===== src/rtl/univ_shift_reg_pkg.sv =====
// Shared mode and FSM state encodings for univ_shift_reg.
package univ_shift_reg_pkg;
    localparam logic [2:0] MODE_HOLD = 3'd0;
    localparam logic [2:0] MODE_LOAD = 3'd1;
    localparam logic [2:0] MODE_SHL  = 3'd2;
    localparam logic [2:0] MODE_SHR  = 3'd3;
    localparam logic [2:0] MODE_ROL  = 3'd4;
    localparam logic [2:0] MODE_ROR  = 3'd5;
    localparam logic [2:0] MODE_INC  = 3'd6;
    localparam logic [2:0] MODE_DEC  = 3'd7;

    typedef enum logic [1:0] {
        ST_IDLE  = 2'd0,
        ST_SHIFT = 2'd1,
        ST_DONE  = 2'd2
    } state_t;
endpackage


===== src/rtl/univ_shift_reg_ctl.sv =====
// Auto-serialiser control: IDLE -> SHIFT (N cycles) -> DONE (1 cycle) -> IDLE.
module univ_shift_reg_ctl
    import univ_shift_reg_pkg::*;
#(
    parameter int N = 4
) (
    input  logic ck,
    input  logic rn,
    input  logic start,
    output logic idle,
    output logic shift_en,
    output logic busy,
    output logic done
);
    localparam int CW = $clog2(N);

    state_t          state, state_nxt;
    logic [CW-1:0]   cnt, cnt_nxt;

    always_ff @(posedge ck or negedge rn) begin
        if (!rn) begin
            state <= ST_IDLE;
            cnt   <= '0;
        end else begin
            state <= state_nxt;
            cnt   <= cnt_nxt;
        end
    end

    always_comb begin
        state_nxt = state;
        cnt_nxt   = cnt;
        shift_en  = 1'b0;
        case (state)
            ST_IDLE: begin
                if (start) begin
                    state_nxt = ST_SHIFT;
                    cnt_nxt   = '0;
                end
            end
            ST_SHIFT: begin
                shift_en = 1'b1;
                cnt_nxt  = cnt + CW'(1);
                if (cnt == CW'(N - 1)) begin
                    state_nxt = ST_DONE;
                    cnt_nxt   = '0;
                end
            end
            ST_DONE:  state_nxt = ST_IDLE;
            default:  state_nxt = ST_IDLE;
        endcase
    end

    assign idle = (state == ST_IDLE);
    assign busy = (state == ST_SHIFT);
    assign done = (state == ST_DONE);
endmodule


===== src/rtl/univ_shift_reg.sv =====
// N-bit universal register with built-in parallel-to-serial shifter.
// Define UNIV_SHIFT_REG_SAT_EN for saturating INC/DEC and the sat flag output.
module univ_shift_reg
    import univ_shift_reg_pkg::*;
#(
    parameter int N         = 4,
    parameter bit MSB_FIRST = 1'b1
) (
    input  logic         ck,
    input  logic         rn,
    input  logic [2:0]   mode,
    input  logic [N-1:0] inp,
    input  logic         sin,
    input  logic         start,
    output logic [N-1:0] out,
    output logic         sout,
    output logic         busy,
    output logic         done
`ifdef UNIV_SHIFT_REG_SAT_EN
    ,
    output logic         sat
`endif
);
    localparam logic [N-1:0] ONE = 1;

    logic         idle, shift_en;
    logic [N-1:0] out_nxt;

    univ_shift_reg_ctl #(.N(N)) u_ctl (
        .ck       (ck),
        .rn       (rn),
        .start    (start),
        .idle     (idle),
        .shift_en (shift_en),
        .busy     (busy),
        .done     (done)
    );

`ifdef UNIV_SHIFT_REG_SAT_EN
    logic sat_nxt;
`endif

    // Serialiser shift wins; mode only applies in IDLE when start is low.
    always_comb begin
        out_nxt = out;
`ifdef UNIV_SHIFT_REG_SAT_EN
        sat_nxt = 1'b0;
`endif
        if (shift_en) begin
            out_nxt = MSB_FIRST ? {out[N-2:0], sin} : {sin, out[N-1:1]};
        end else if (idle && !start) begin
            case (mode)
                MODE_HOLD: out_nxt = out;
                MODE_LOAD: out_nxt = inp;
                MODE_SHL:  out_nxt = {out[N-2:0], sin};
                MODE_SHR:  out_nxt = {sin, out[N-1:1]};
                MODE_ROL:  out_nxt = {out[N-2:0], out[N-1]};
                MODE_ROR:  out_nxt = {out[0], out[N-1:1]};
`ifdef UNIV_SHIFT_REG_SAT_EN
                MODE_INC:  if (&out) sat_nxt = 1'b1; else out_nxt = out + ONE;
                MODE_DEC:  if (~|out) sat_nxt = 1'b1; else out_nxt = out - ONE;
`else
                MODE_INC:  out_nxt = out + ONE;
                MODE_DEC:  out_nxt = out - ONE;
`endif
                default:   out_nxt = out;
            endcase
        end
    end

    always_ff @(posedge ck or negedge rn) begin
        if (!rn) out <= '0;
        else     out <= out_nxt;
    end

`ifdef UNIV_SHIFT_REG_SAT_EN
    always_ff @(posedge ck or negedge rn) begin
        if (!rn) sat <= 1'b0;
        else     sat <= sat_nxt;
    end
`endif

    assign sout = MSB_FIRST ? out[N-1] : out[0];
endmodule


===== config.mk =====
export PLATFORM = sky130hd
export DESIGN_NAME = univ_shift_reg
export DESIGN_NICKNAME = d
export VERILOG_FILES = /design/src/rtl/univ_shift_reg_pkg.sv /design/src/rtl/univ_shift_reg_ctl.sv /design/src/rtl/univ_shift_reg.sv
export SDC_FILE = /design/constraint.sdc
export NUM_CORES = 1
export LEC_CHECK = 0
export ABC_AREA = 1
export BUFFER_PORTS_ARGS = -buffer_cell sky130_fd_sc_hd__buf_2
export CAP_MARGIN = 20
export CORE_UTILIZATION = 50
export DETAILED_ROUTE_END_ITERATION = 8
export PLACE_DENSITY = 0.76
export SYNTH_ARGS = -nofsm -noshare
export SYNTH_HDL_FRONTEND = slang
export SYNTH_HIERARCHICAL = 1
export SYNTH_SLANG_ARGS = --single-unit

===== constraint.sdc =====
create_clock -name ck -period 2 [get_ports ck]
set_clock_uncertainty 0.05 [all_clocks]
set_input_delay 0.2 -clock ck [delete_from_list [all_inputs] [get_ports ck]]
set_output_delay 0.2 -clock ck [all_outputs]
set_load 0.02 [all_outputs]

After elaboration in Yosys (flattened, before gate mapping)
Index checks and enable logic that the tools add are counted.
{ "word_totals": {"regBits": 8, "in_bits": 11} }
{ "classes": {"add_sub_neg": 3, "n_eq_ne": 13, "reduce_logical": 9, "n_mux": 10} }
{ "op_table": {"columns": ["operator", "n"], "rows": [
  ["4-bit one-hot mux with 7 select lines", 1],
  ["3-bit == test, second input constant", 4],
  ["2-bit two-way mux", 4],
  ["4-bit two-way mux", 2],
  ["2-bit one-hot mux with 2 select lines", 2],
  ["3-bit by 2-bit == test with 1-bit output, second input constant", 2],
  ["2-bit AND reduction", 3],
  ["4-bit by 1-bit adder with 4-bit output, second input constant", 1],
  ["2-bit == test, second input constant", 2],
  ["2-bit != test, second input constant", 2],
  ["2-bit nonzero test", 2],
  ["4-bit by 1-bit subtractor with 4-bit output, second input constant", 1],
  ["3-bit by 1-bit == test with 1-bit output, second input constant", 1],
  ["3-bit logical NOT", 1],
  ["2-bit by 1-bit adder with 2-bit output, second input constant", 1],
  ["2-bit by 1-bit == test with 1-bit output, second input constant", 1],
  ["2-bit logical NOT", 1],
  ["2-bit by 1-bit != test with 1-bit output, second input constant", 1],
  ["1-bit logical AND", 1],
  ["1-bit logical NOT", 1],
  ["1-bit two-way mux", 1]
]} }

Depth between registers and ports, before layout
Gate-level depths: netlist (run 1).
{ "logic_depth": {"word_depth": 4, "ltp_mapped": 11, "ltp_nobuf": 10} }

By module
Netlist (run 1), hierarchy kept.
{ "by_module_without_submodules": {"columns": ["module", "area_per_inst_um2", "instances", "cells_per_inst"], "rows": [
  ["univ_shift_reg", 498.0, 1, 87],
  ["univ_shift_reg_ctl", 188.9, 1, 23]
]} }

Worst setup path after synthesis (run 1)
OpenSTA, ideal clock, no wires.
{ "synth_timing": {"kind": "register to register", "start": "register out[1]", "end": "register out[2]", "t_arrival_ps": 1414, "slack_ps": 418, "n_path_buf": 0, "stages_incl_launch_ff": 11, "required_ps": 1832, "path_cell_list": "dfrtp_1 -> inv_1 -> nand2_1 -> nand2_1 -> inv_1 -> ha_1 -> nor2_1 -> or2_0 -> nand3_1 -> nand3_1 -> a21o_1"} }
{ "synth_via": {"elab_chain_cells": 4} }
{ "synth_lines": {"columns": ["element", "line_no", "text"], "rows": [
  ["from (decl)", "univ_shift_reg.sv:15", "output logic [N-1:0] out,"],
  ["from (signal assigned)", "univ_shift_reg.sv:73", "else out <= out_nxt;"],
  ["4-bit by 1-bit subtractor with 4-bit output / 4-bit by 1-bit adder with 4-bit output (equally long branches)", "univ_shift_reg.sv:64, univ_shift_reg.sv:63", null],
  ["4-bit one-hot mux with 7 select lines", "univ_shift_reg.sv:52", "case (mode)"],
  ["4-bit two-way mux", "univ_shift_reg.sv:51", "end else if (idle && !start) begin"],
  ["4-bit two-way mux *", "univ_shift_reg.sv:49", "if (shift_en) begin"]
]} }
Mark *: on every way between the ends. The rest lies on a longest branch, timed or not. The select of a mux whose other input is x is not followed.
A chain may end at the register's enable or synchronous reset.

Worst setup path in the final report (run 1)
Same ends and word-level chain as after synthesis.

==> flow_results.org, run 1 <==
** Setup path
- On the worst path, the slowest cell contributes a delay of 0.41 ns.
- Walking the worst path, the cells encountered are inv_1, nand2_1, nand2_1, inv_1, ha_1, nor2_1, nand2_1, nand3_1, nand3_1, a21o_1.
- In this run the register-to-register setup slack is 0.40 ns.
- In this run the worst path has a maximum fanout of 5.
- Data on the critical path arrives at its endpoint at 1.68 ns.
- The slowest stage of the critical path is the sky130_fd_sc_hd__dfrtp_1 cell.
- Worst setup startpoint :: out[1]
- The critical path crosses 10 cells after its start point.
- Combined buffer and inverter count along the critical path :: 2
- Category of the worst setup path capture point :: flip-flop
- Launching point of the worst reg2reg path :: out[1]
- Most frequent cell on the critical path :: sky130_fd_sc_hd__nand2_1
- The critical path is of the reg -> reg type.
- The critical path ends at out[2].
- Broken down by cell family, the worst path's largest delay share belongs to simple AND/OR/NAND/NOR gates.
- Endpoint required time on the critical path :: 2.08 ns
- Critical path launch point type :: flip-flop
- For the worst flop-to-flop path, the logic depth is 10.
- The endpoint identified for the worst register-to-register timing path is out[2].

** Route
- Post-detailed-route wirelength per cell :: 11.32 um
- The first detailed-routing pass took 4 iterations.
- Post-detailed-route via-to-cell ratio :: 5.401
- Number of vias after detailed routing :: 767
- Post-detailed-route DRC marker count :: 0
- Total length of routed wires :: 1.608 mm
- Drt first-iter violations :: 42
- Number of nets with antenna violations after detailed routing :: 0

** Finish
- Filler cell count :: 119
- In the final layout, the multi-input gates occupy 406.6 um^2.
- Compared with the post-synthesis result, the final layout area differs by 16.76%.
- Register area :: 200.2 um^2
- In the final layout, the share of cells above drive strength 1 is 0.1797.
- Diode insertion count for antenna repair :: 0
- At the end of the flow the core is filled with cells to 0.6762.
- After the last flow step, the layout net total stands at 143.

** Clock network
- TritonCTS built the clock tree.
- Clock-pin slew was measured on the worst setup and hold paths at 0.05 ns.
- Clock H-tree levels :: 1
- Count of instances resized after the clock tree is built :: 0
- In this run, CTS created clock tree buffers numbering 3.
- Number of buffers on the longest clock path :: 2
- Number of clock sinks seen by CTS :: 8
- Cell chosen for the clock root :: sky130_fd_sc_hd__clkbuf_4
- Clock latency on the worst-skew pair :: 0.24 ns

** Global routing
- First-pass GRT wire length :: 2.442 mm
- The via count of the first global-routing pass was 601.
- For this run the aggregate overflow at the end of global routing stands at 0.
- In the global route stage, met1 resource usage came out at 0.3345.
- Met2 Resource Use GR :: 0.3583
- Entering global routing, the biggest net connects 9 pins.
- In the global route stage, overall resource usage came out at 0.2358.
- Met3 capacity usage during global routing :: 0.04046
- Busiest grt layer :: met2
- Initial antenna violation count :: 0

** Timing
- Setup TNS after final layout :: 0 ns
- The final number of max-transition violations was 0.
- Counting I/O delays and the setup requirement, the final critical path takes 1.598 ns.
- Setup violations remaining at the end of the flow were counted as 0.
- In the post-route analysis, the smallest setup slack over all paths is 0.4016 ns.
- Remaining max-slew budget at the tightest pin :: 0.7463
- Number of failing hold endpoints at the final stage :: 0
- WHS :: 0.1444 ns
- Timing would allow up to 625.6 MHz.
- Slew at the pin with the worst max-slew slack :: 0.3766 ns
- Setup repair after global routing left no endpoint under its margin.
- Post-route fraction of the period consumed by the critical path :: 0.7992

** Synthesis
- Library cells used by synthesis :: 22
- Number of warnings issued by yosys :: 6
- Mapped Cells :: 110
- Averaged over all synthesized cells, the footprint is 6.245 um^2.
- In this run the cell area of the synthesized design comes to 686.9 um^2.
- Of the synthesized area, sequential elements account for 0.2914.
- The number of nets handed over by synthesis was 123.
- Number of synthesized register bits :: 8

** Place
- HPWL after detailed placement :: 1.297 mm
- Routability-driven placement finished with a final weighted congestion of 0.8277.
- Pre-CTS WS :: 0.3980 ns
- Port Buffer Count :: 17

** Floorplan
- For this configuration, the core starts out at a cell density of 0.5791.
- Floorplan core area :: 1186 um^2
- In this run the count of I/O pins placed on the die edge is 18.
- Number of rows in the core area :: 12
- Horizontal die dimension :: 39.07 um
- Die ar. :: 1526 um^2
- In this run the vertical extent of the chip is 39.07 um.

** Power and ir drop
- In this run the static leakage power is 0.4438 nW.
- Power spread over the standard cell area amounts to 1294 nW/um^2.
- Power comes to 1.038 mW.
- Worst voltage drop across the vdd grid :: 0.8069 mV

** Flow run
- Max Cap Viol :: 0

** Worst hold path
- HP Start :: start
- The worst hold path was traced through 3 stages.
- Path type of the worst min-delay path :: in -> reg

** Outcome
- The flow ran to the end, and the final reports show no timing, DRC or antenna violations.
-- metrics by stage --
step / std cells / cell area (um^2)
3_5_place_dp: 138 / 769.5
2_1_floorplan: 110 / 686.9
5_1_grt: 142 / 802.0
6_report: 142 / 802.0
3_3_place_gp: 138 / 769.5
4_1_cts: 142 / 802.0
-- tightest hold or removal path: cells and delay by family --
kind / cells / cell delay, ns
compound gates: 1 / 0.06
buf+inv: 1 / 0.09
simple gates: 1 / 0.05
-- worst min-delay path by stage --
stage	to	slack, ns
2_1_floorplan	out[0]	-0.15
3_3_place_gp	out[3]	0.003
4_1_cts	u_ctl/state[0]	0.14
5_1_grt	u_ctl/state[0]	0.16
6_report	u_ctl/state[0]	0.14
3_5_place_dp	out[3]	-0.001
-- cells in the mapped netlist --
master	count	area, um^2
sky130_fd_sc_hd__nand3b_1	1	7.510
sky130_fd_sc_hd__xor2_1	1	8.760
sky130_fd_sc_hd__o2111ai_1	1	8.760
sky130_fd_sc_hd__nor2_1	17	63.81
sky130_fd_sc_hd__inv_1	15	56.30
sky130_fd_sc_hd__dfrtp_1	8	200.2
sky130_fd_sc_hd__inv_2	1	3.750
sky130_fd_sc_hd__buf_4	2	15.01
sky130_fd_sc_hd__a21o_1	1	7.510
sky130_fd_sc_hd__o21ai_0	6	30.03
sky130_fd_sc_hd__nand3_1	10	50.05
sky130_fd_sc_hd__nand3_2	1	10.01
sky130_fd_sc_hd__nand2_2	1	6.260
sky130_fd_sc_hd__nand2_1	25	93.84
sky130_fd_sc_hd__buf_2	1	5.000
sky130_fd_sc_hd__or2_0	1	6.260
sky130_fd_sc_hd__o22ai_1	1	6.260
sky130_fd_sc_hd__o211ai_1	1	7.510
sky130_fd_sc_hd__o21ai_1	4	20.02
sky130_fd_sc_hd__a21oi_1	6	30.03
sky130_fd_sc_hd__ha_1	2	25.02
sky130_fd_sc_hd__nand4_1	4	25.02
-- layer usage --
layer	up-vias	wire, um
li1	395	-
met1	344	770
met2	28	741
met3	0	96
met4	0	0
met5	-	0
-- cell families after synthesis --
family	count (synthesis)	share of synthesized area
DFF	8	0.2914
adders and majority gates	2	0.03642
buffers and inverters	19	0.1166
AOI/OAI and AO/OA	20	0.1603
and+or+nand+nor	60	0.3825
xor gates and xnor gates	1	0.01275
-- layout make-up --
| cell class | instances | share of cell area |
|---|---|---|
| multi-input cells | 83 | 0.5070 |
| flip-flops and latches | 8 | 0.2496 |
| repair buffers | 18 | 0.1186 |
| inverters | 16 | 0.07488 |
| clock buffers | 3 | 0.02808 |
| well taps | 14 | 0.02184 |
-- power by group --
group          total, mW  switching, mW  internal, mW
combinational      0.605          0.393         0.213
sequential         0.313         0.0765         0.237
clock              0.120         0.0511        0.0684
-- placed cells by master, fill, tap and decap left out --
cell,Yosys,final
sky130_fd_sc_hd__nand3_1,10,10
sky130_fd_sc_hd__inv_2,1,1
sky130_fd_sc_hd__ha_1,2,2
sky130_fd_sc_hd__inv_1,15,15
sky130_fd_sc_hd__a21oi_1,6,6
sky130_fd_sc_hd__o211ai_1,1,1
sky130_fd_sc_hd__nand3b_1,1,1
sky130_fd_sc_hd__nand4_1,4,4
sky130_fd_sc_hd__dlygate4sd3_1,0,1
sky130_fd_sc_hd__a21o_1,1,1
sky130_fd_sc_hd__buf_2,1,17
sky130_fd_sc_hd__nand2_2,1,1
sky130_fd_sc_hd__nor2_1,17,17
sky130_fd_sc_hd__o22ai_1,1,1
sky130_fd_sc_hd__o21ai_0,6,6
sky130_fd_sc_hd__xor2_1,1,1
sky130_fd_sc_hd__or2_0,1,1
sky130_fd_sc_hd__clkbuf_4,0,3
sky130_fd_sc_hd__o21ai_1,4,4
sky130_fd_sc_hd__dfrtp_1,8,8
sky130_fd_sc_hd__nand2_1,25,25
sky130_fd_sc_hd__o2111ai_1,1,1
sky130_fd_sc_hd__nand3_2,1,1
-- state kept, by name (all words and copies together), names as in the netlist --
name,count
out,4
u_ctl/cnt,2
u_ctl/state,2
-- what timing repair did --
item	in CTS	in global routing
setup buffers	0	0
endpoints found under the hold margin	8	0
hold buffers	1	0
No activity file was read; power rests on OpenSTA's default activity.
==> inputs of run 2 (changes only) <==
- ABC_AREA: 1 -> 0
- CORE_UTILIZATION: 50 -> 51
- PLACE_DENSITY: 0.76 -> 0.77
- clock period: 2 -> 1.5 ns (I/O delays scaled with it)
==> run 2 against run 1 <==
Setup slack got worse by 0.42 ns. Largest power group unchanged. Critical path depth fell by 5. Clock power rose by 54%. Utilization rose by 6.7 points. Routed wire length rose by 16%. Global-route usage rose by 5.3 points. First-iteration DRC count fell by 62%. Worst hold slack got worse by 0.019 ns. Clock-buffer cell count rose by 1. The flow now finishes with violations (negative setup slack). Maximum frequency rose by 5.3%. Synthesized cell count fell by 25%.
==> flow_results.org, run 2 <==
** Floorplan
- Number of rows in the core area :: 13
- The floorplan step defined a die boundary enclosing 1547 um^2.
- Effective utilization at floorplan :: 0.5462
- Number of I/O pins :: 18
- Vertical die dimension :: 39.33 um
- Horizontal die dimension :: 39.33 um
- After floorplanning, the core was sized to cover 1301 um^2.

** Synthesis
- Most instantiated library cell after synthesis :: sky130_fd_sc_hd__dfrtp_1
- Synthesis handed over a netlist of 82 instances.
- Share of the synthesized area in the top cell type :: 0.2817
- Summing every instance area after synthesis gives 710.7 um^2.
- Library cells used by synthesis :: 42
- Ranked by total cell area, the synthesized netlist is headed by sky130_fd_sc_hd__dfrtp_1 28%, sky130_fd_sc_hd__mux2i_1 5.6%, sky130_fd_sc_hd__nor2_1 3.7%, sky130_fd_sc_hd__xnor2_1 3.7%, sky130_fd_sc_hd__ha_1 3.5%.
- For this run, the leading register cell type out of synthesis is sky130_fd_sc_hd__dfrtp_1.
- Synth area leader :: sky130_fd_sc_hd__dfrtp_1
- After synthesis, the most frequently instantiated cells are 8 x sky130_fd_sc_hd__dfrtp_1, 7 x sky130_fd_sc_hd__nor2_1, 4 x sky130_fd_sc_hd__mux2i_1, 4 x sky130_fd_sc_hd__nand2_1, 4 x sky130_fd_sc_hd__nand2b_1.
- Sequential-to-total area share from yosys stat :: 0.2817
- The Yosys step of the flow raised 6 warnings.
- Averaged over all synthesized cells, the footprint is 8.667 um^2.
- The synthesized design contains 0 enable-type register cells.
- In this run, synthesis produced a sequential element count of 8.
- Of all flip-flops after synthesis, the portion carrying an async set or reset was 1.000.
- Number of nets produced by synthesis :: 95

** Setup path
- Largest fanout on the critical path :: 4
- Arrival time at the worst endpoint :: 1.62 ns
- In this run the number of cells on the critical path is 5.
- The worst register-to-register path has a depth of 5.
- In this run the register-to-register setup slack is -0.02 ns.
- Category of the worst setup path capture point :: flip-flop
- The kind of cell with the highest combined delay along the critical path is simple AND/OR/NAND/NOR gates.
- The slowest stage of the critical path belongs to the cell sky130_fd_sc_hd__or3b_4.
- STA classifies the critical path startpoint as a flip-flop.
- Together, buffers and inverters on the worst path number 1.
- The critical path is of the reg -> reg type.
- Cell chain of the critical path :: nor2_2, or3b_4, buf_4, a22oi_1, o21ai_1
- In this design, the stage delay of the slowest critical-path cell is 0.42 ns.
- Endpoint required time on the critical path :: 1.60 ns

** Route
- Post-detailed-route DRC marker count :: 0
- Total length of routed wires :: 1.870 mm
- For this run, the detailed router's first-pass iteration total came to 4.
- Number of nets with antenna violations after detailed routing :: 0
- Post-detailed-route wirelength per cell :: 14.61 um
- Post-detailed-route via-to-cell ratio :: 5.695
- After the first detailed-routing iteration, the DRC count stood at 16.
- Number of vias after detailed routing :: 729

** Power and ir drop
- Switching component of the power :: 771.1 uW
- Of the total power, registers draw 0.249.
- Leakage power :: 0.4751 nW
- Clock network fraction of design power :: 0.105
- Total power density per cell area :: 1830 nW/um^2
- Of the total power, the share spent switching nets is 0.4357.
- Worst voltage drop across the vdd grid :: 1.047 mV
- The internal portion of the total power is 998.7 uW.
- Gate power share :: 0.646

** Place
- Port Buffer Count :: 17
- HPWL after detailed placement :: 1.438 mm
- Final weighted congestion in routability-driven placement :: 0.8062

** Global routing
- Vias in the first global route :: 618
- Maximum number of pins on one net before global-route repair :: 15
- Global Route Usage Sum :: 0.2890
- The initial antenna violation count was 0.
- The first global-routing pass estimated 2.753 mm of wire.
- For this run the aggregate overflow at the end of global routing stands at 0.

** Clock network
- TritonCTS clock tree :: done
- Counting every sink on the clock net gives 8.
- Counting the buffers created by CTS gives 3.
- Number of buffers on the longest clock path :: 2
- Clock-pin slew was measured on the worst setup and hold paths at 0.06 ns.
- Clock latency on the worst-skew pair :: 0.27 ns
- Clock H-tree levels :: 1
- Cell chosen for the clock root :: sky130_fd_sc_hd__clkbuf_4

** Finish
- out holds more flip-flops than any other register.
- Core occupancy in the finished layout :: 0.7433
- The library cells used most frequently in the layout, excluding fill and tap cells, are 17 x sky130_fd_sc_hd__buf_4, 16 x sky130_fd_sc_hd__buf_2, 7 x sky130_fd_sc_hd__dfrtp_1, 6 x sky130_fd_sc_hd__nor2_1.
- Synthesis-to-finish area growth :: 36.09%
- Most common cell after layout, fill and taps aside :: sky130_fd_sc_hd__buf_4
- The largest registers in the layout are out: 4 flops, u_ctl/cnt: 2 flops, u_ctl/state: 2 flops.
- Net total in the final layout :: 127
- Share of layout cells above drive strength 1 :: 0.4602
- Flip-flop count of the largest register after layout :: 4
- The layout has 101 filler cells.
- 0 antenna diodes ended up in the layout.

** Worst hold path
- In this run the worst hold path is classified as in -> reg.
- Along the worst hold path, the cell count comes to 3.

** Timing
- Final-report max-slew violation count :: 0
- Setup repair after global routing missed its margin :: yes
- Setup-violating endpoint count in the final report :: 3
- Hold is met by 0.1259 ns.
- Setup slack after layout :: -0.01736 ns
- Timing would allow up to 659.0 MHz.
- Remaining max-slew budget at the tightest pin :: 0.8069
- Slew at the pin with the worst max-slew slack :: 0.2815 ns
- Counting I/O delays and the setup requirement, the final critical path takes 1.517 ns.
- Of the available clock period, the critical path in the final layout requires 1.012.
- The count of final hold-check violations is 0.

** Flow run
- The tool flagged a number of max-cap violations equal to 0.

** Outcome
- The flow ran to the end, but the final reports show violations.
- Violations in the final reports :: negative setup slack
==> run 2: logic make-up (layout without fill, tap and decap cells) <==
| logic type | after synthesis | in the layout | synth area share |
|---|---|---|---|
| buffers and inverters | 9 | 40 | 0.07570 |
| multiplexers | 5 | 5 | 0.07218 |
| adder cells (fa/ha/maj) | 2 | 2 | 0.03521 |
| flip-flops | 8 | 8 | 0.2817 |
| AO/OA/AOI/OAI | 21 | 21 | 0.2077 |
| AND/OR/NAND/NOR | 34 | 34 | 0.2905 |
| XOR/XNOR | 3 | 3 | 0.03698 |
==> run 2: path summary, 6_finish.rpt <==
path,start,end
hold reg to reg,u_ctl/cnt[1],u_ctl/cnt[1]
setup / recovery,u_ctl/state[0],out[2]
setup reg to reg,u_ctl/state[0],out[2]
hold / removal,sin,out[0]
max in group asynchronous,rn,u_ctl/cnt[1]
min in group asynchronous,rn,out[2]
==> run 2: area by class of cell <==
class | instances | area, um^2 | area share
timing repair buffer | 34 | 217.7 | 0.2251
sequential | 8 | 201.4 | 0.2083
clock buffer | 4 | 26.28 | 0.02717
tap | 15 | 18.77 | 0.01940
inverter | 2 | 7.507 | 0.007762
multi-input combinational | 65 | 495.5 | 0.5123
==> run 2: stage by stage <==
| stage | power [mW] | area (um^2) | instances | setup TNS [ns] | worst slack, ns |
|---|---|---|---|---|---|
| finish | 1.770 | 967.2 | 128 | -0.03638 | -0.01736 |
| global route | 1.884 | 967.2 | 128 | -0.2618 | -0.09859 |
| CTS | 1.712 | 935.9 | 127 | -0.1097 | -0.06907 |
| detailed placement | 1.503 | 892.1 | 122 | -0.2544 | -0.07759 |
| global placement | 1.444 | 892.1 | 122 | -0.06369 | -0.03097 |
| floorplan | 1.197 | 737.0 | 82 | -0.1803 | -0.1034 |
==> run 2: timing repair <==
item | 4_1_cts | 5_1_grt
pin swaps | 4 | 3
buffers inserted | 0 | 1
hold endpoints to repair | 8 | 0
setup endpoints to repair | 4 | 5
hold buffers | 1 | 0
resized for setup | 2 | 4
==> run 2: tightest hold or removal path: cells and delay by family <==
kind / cells / cell delay, ns
compound gates: 2 / 0.15
buf+inv: 1 / 0.11
==> run 2: power groups by stage <==
stage / Combinational (mW) / Clock (mW) / Sequential (mW)
floorplan: 0.710 / 0 / 0.487
global placement: 1.01 / 0 / 0.430
detailed placement: 1.06 / 0 / 0.443
CTS: 1.08 / 0.191 / 0.443
global route: 1.24 / 0.198 / 0.451
finish: 1.14 / 0.185 / 0.441
==> run 2: metal layers <==
metal | GRT usage | wire [um]
met4 | 0.1552 | 39
met3 | 0.08523 | 91
met1 | 0.3227 | 791
met5 | 0 | 0
met2 | 0.4875 | 948
